## src/rtl/ftoi_pipe.sv

```systemverilog
// ftoi_pipe: three-stage binary32 to int32 converter, round half away from zero, saturating
module ftoi_pipe (
    input  logic        clk,
    input  logic        rstn,
    input  logic        in_valid,
    output logic        in_ready,
    input  logic [31:0] x,
    output logic        out_valid,
    input  logic        out_ready,
    output logic [31:0] y,
    output logic        ovf
);
    logic        v1, v2, r1, r2, r3;
    logic        s1, zero1, sat1, exact1;
    logic [4:0]  sh1;
    logic [23:0] mant1;
    logic        s2, sat2, exact2, rnd2;
    logic [30:0] int2;
    logic [30:0] int_w;
    logic        rnd_w;
    logic [31:0] mag;
    logic        nan;

    assign r3       = !out_valid || out_ready;
    assign r2       = !v2 || r3;
    assign r1       = !v1 || r2;
    assign in_ready = r1;
    assign nan      = (x[30:23] == 8'hff) && (x[22:0] != 23'd0);

    // Shifting mant by (e-126) leaves the integer part above bit 23 and the round bit at 23
    assign {int_w, rnd_w} = 32'(({31'd0, mant1} << sh1) >> 23);
    assign mag            = {1'b0, int2} + {31'd0, rnd2};

    // S1: unpack and classify; NaN is folded into positive saturation
    always_ff @(posedge clk or negedge rstn) begin
        if (!rstn) begin
            v1     <= 1'b0;
            s1     <= 1'b0;
            zero1  <= 1'b0;
            sat1   <= 1'b0;
            exact1 <= 1'b0;
            sh1    <= 5'd0;
            mant1  <= 24'd0;
        end else if (r1) begin
            v1     <= in_valid;
            s1     <= x[31] && !nan;
            zero1  <= x[30:23] <= 8'd125;
            sat1   <= x[30:23] >= 8'd158;
            exact1 <= x == 32'hcf000000;
            sh1    <= x[27:23] + 5'd2;
            mant1  <= {1'b1, x[22:0]};
        end
    end

    // S2: capture shifted integer part and round bit
    always_ff @(posedge clk or negedge rstn) begin
        if (!rstn) begin
            v2     <= 1'b0;
            s2     <= 1'b0;
            sat2   <= 1'b0;
            exact2 <= 1'b0;
            int2   <= 31'd0;
            rnd2   <= 1'b0;
        end else if (r2) begin
            v2     <= v1;
            s2     <= s1;
            sat2   <= sat1;
            exact2 <= exact1;
            int2   <= zero1 ? 31'd0 : int_w;
            rnd2   <= !zero1 && rnd_w;
        end
    end

    // S3: round, negate, saturate; result held while stalled
    always_ff @(posedge clk or negedge rstn) begin
        if (!rstn) begin
            out_valid <= 1'b0;
            y         <= 32'd0;
            ovf       <= 1'b0;
        end else if (r3) begin
            out_valid <= v2;
            if (v2) begin
                y   <= sat2 ? (s2 ? 32'h80000000 : 32'h7fffffff) : (s2 ? -mag : mag);
                ovf <= sat2 && !exact2;
            end
        end
    end
endmodule
```

## config.mk

```make
export PLATFORM = sky130hd
export DESIGN_NAME = ftoi_pipe
export DESIGN_NICKNAME = d
export VERILOG_FILES = /design/src/rtl/ftoi_pipe.sv
export SDC_FILE = /design/constraint.sdc
export NUM_CORES = 1
export LEC_CHECK = 0
export CAP_MARGIN = 30
export CORE_MARGIN = 2
export CORE_UTILIZATION = 40
export CTS_BUF_LIST = sky130_fd_sc_hd__clkbuf_8
export DETAILED_ROUTE_END_ITERATION = 16
export GPL_ROUTABILITY_DRIVEN = 0
export GPL_TIMING_DRIVEN = 0
export HOLD_SLACK_MARGIN = 0.08
export SLEW_MARGIN = 10
export SYNTH_ARGS = -nofsm -noshare
export SYNTH_HDL_FRONTEND = slang
export SYNTH_SLANG_ARGS = --single-unit
```

## constraint.sdc

```tcl
create_clock -name clk -period 3.5 [get_ports clk]
set_input_delay 0.525 -clock clk [delete_from_list [all_inputs] [get_ports clk]]
set_output_delay 0.525 -clock clk [all_outputs]
set_load 0.1 [all_outputs]
```

==> results.md <==
* GRT Util Overall at 0.2211
* Placed insts at 1103
* Clock sink total at 104
* Port Buf Inserts at 70
* Mapped Area at 7137 um2
* H-tree levels at 3
* Average routed wire per standard cell at 17.80 um
* Area grow syn2layout at 18.22%
* Max-cap violations at 0
* Syn. warnings at 0
* Clock slew at reported path FFs at 0.10 ns
* CTS max path bufs at 2
* Hpwl dp at 15.56 mm
* CP Capture Type: output port
* Register-to-register setup slack at 0.26 ns
* Vias per cell at 5.706
* Vias in the first global route at 6092
* Layout net count at 933
* Post-Syn Instances at 807
* CTS tree: yes
* Synth area leader: dfrtp_1
* Critical Path RT at 2.97 ns
* Minimum clock period after layout at 3.270 ns
* DRT Pass-1 Iters at 5
* Die Area at 18930 um2
* Final setup fails at 0
* RR Endpoint: y[24]$_DFFE_PN0P_
* Worst rel slew slack at 0.3532
* Final period util at 0.9343
* CP Buf/Inv Count at 3
* Vias post-DR at 6402
* Die height at 137.6 um
* Crit Reg-Reg Startpoint: rnd2$_DFFE_PN0P_
* Crit-path cells: clkdlybuf4s50_1 > nand2b_1 > nor2_1 > nand2_1 > clkbuf_1 > dlygate4sd2_1
* Most frequent cell after synthesis: nand2_1
* PD cells at 666.0 nW/um2
* R2R depth at 11
* Worst Setup SP: out_ready
* I/O pin count at 71
* Critical path type: primary input to output port
* Total Power at 5.619 mW
* Total grt overflow at 0
* Initial antenna violation count at 0
* Worst-margin pin slew at 0.9671 ns
* Worst vdd ir at 0.0006108 V
* CP max stage delay at 0.91 ns
* Final hold vios at 0
* Layout cell share with drive strength beyond 1 at 0.1137
* Maximum fanout along the worst path at 10
* Cts bufs inserted at 9
* Largest net degree at the start of global routing at 75
* Kind of cell adding the most delay to the critical path: buffers and inverters
* Placement Setup Slack at -0.07055 ns
* Die Span X at 137.6 um
* Crit path depth at 6
* Initial DRC count at 443
* Clock Skews at 0.009922 ns
* Post-route ant nets at 0
* Routed WL at 19.97 mm
* Prevailing post-synth register cell: dfrtp_1
* # rows at 48
* CP endpoint: in_ready
* FF+latch count, synth at 104
* # diodes at 0
* RSZ-0062 raised after global routing: false
* Hold Path Class: register to register
* Syn nets at 847
* Post-route setup slack at 0.2301 ns
* First-pass GRT wire length at 32.48 mm
* Post-synth top cells: nand2_1 (122), dfrtp_1 (104), o21ai_0 (72)
* Pleak at 3.504 nW
* Async SR Flop Fraction at 1.000
* Slowest-stage cell, CP: dlygate4sd2_1
* Clock latency on the worst-skew pair at 0.40 ns
* Seq/Total Area, Yosys at 0.3647
* Post-synth cell types at 72
* Avg Cell Area, Syn at 8.844 um2
* Core Box Area at 17360 um2
* EDFF count, synth at 0
* CTS root buffer: clkbuf_8
* Synth area leaders: dfrtp_1 (36%), nand2_1 (6.4%), mux2_2 (5.2%), o21ai_0 (5.0%), mux4_2 (4.1%)
* Crit path arrival time at 2.74 ns
* Non-Filler Instances at 1122
* Top cell type's share of synthesized area at 0.3647
* Starting Density at 0.4112
* Drt drc at 0
* Outcome: completed
* Startpoint class of the critical path: primary input
* Slew Viols, Final at 0
* Max Fclk at 0.3058 GHz
==> worst min-delay path, delay by kind of cell (launching register included) <==
family        cells  cell delay (ns)
flops             1             0.36
simple gates      2             0.10
==> state kept, by name (all words and copies together), names as in the netlist, 5 cells and up <==
name,count
sh1,5
mant1,24
int2,31
y,32
==> cells in the final DEF (no fill, tap or decap), types with 8 or more instances in the layout <==
cell / n
clkbuf_8: 11
nor4_1: 12
dfrtp_1: 104
nor2_1: 44
buf_4: 8
nor3_1: 10
mux4_2: 13
mux2i_1: 28
o21ai_0: 72
a21oi_1: 30
xor2_1: 19
mux2_2: 33
clkbuf_1: 34
inv_1: 13
xnor2_1: 22
nand4_1: 21
nand2_1: 122
and3_1: 16
buf_1: 11
a22o_1: 12
clkdlybuf4s50_1: 68
and2_1: 15
a21o_1: 9
nand3_1: 35
==> power breakdown <==
group | internal (mW) | switching (mW)
combinational | 0.917 | 2.18
sequential | 1.45 | 0.181
clock | 0.441 | 0.444
total | 2.81 | 2.81
==> cell families after synthesis <==
| kind of cell | Yosys count | synth area share |
|---|---|---|
| compound gates | 190 | 0.1690 |
| buf+inv | 73 | 0.04523 |
| fa+ha+maj | 4 | 0.007013 |
| mux | 74 | 0.1324 |
| flops | 104 | 0.3647 |
| xor+xnor | 43 | 0.05382 |
| simple gates | 319 | 0.2279 |
==> per-stage QoR <==
stage	cell area [um2]	util	setup TNS [ns]	hold slack (ns)
global placement	8119	0.4678	-218.13	0.4513
CTS	8386	0.4831	0	0.4840
floorplan	7137	-	0	0.2294
finish	8437	0.4861	0	0.4802
detailed placement	8148	0.4694	-0.07055	0.4219
global route	8437	0.4861	0	0.5114
==> timing repair <==
item,CTS,global route
hold buffers,1,0
endpoints found under the hold margin,30,0
pin swaps,0,2
setup buffers,0,3
endpoints found under the setup margin,1,15
gates resized for setup,1,6
==> worst min-delay path by stage <==
stage                                  from                 end  slack [ns]  depth (start not counted)
final                      y[4]$_DFFE_PN0P_    y[4]$_DFFE_PN0P_        0.48                          2
after global routing      y[16]$_DFFE_PN0P_   y[16]$_DFFE_PN0P_        0.51                          1
after CTS                  y[4]$_DFFE_PN0P_    y[4]$_DFFE_PN0P_        0.48                          2
after detailed placement               rstn    y[8]$_DFFE_PN0P_        0.42                          1
after global placement     y[4]$_DFFE_PN0P_    y[4]$_DFFE_PN0P_        0.45                          2
after floorplan                        rstn  exact1$_DFFE_PN0P_        0.23                          0
==> routing by layer <==
metal | vias to the layer above | wire [um] | global-route usage
met2 | 220 | 9591 | 0.3792
met3 | 40 | 764 | 0.02465
met1 | 3018 | 8930 | 0.2815
met4 | 0 | 680 | 0.09622
met5 | - | 0 | 0
li1 | 3124 | - | -
==> area by class of cell <==
type	instances	area, um2
Multi-Input combinational cell	630	4240
Fill cell	1736	8920
Inverter	13	48.80
Clock inverter	4	77.57
Tap cell	225	281.5
Clock buffer	11	151.4
Buffer	60	274.0
Timing Repair Buffer	75	760.7
Sequential cell	104	2603
(Power assumes the default switching activity.)
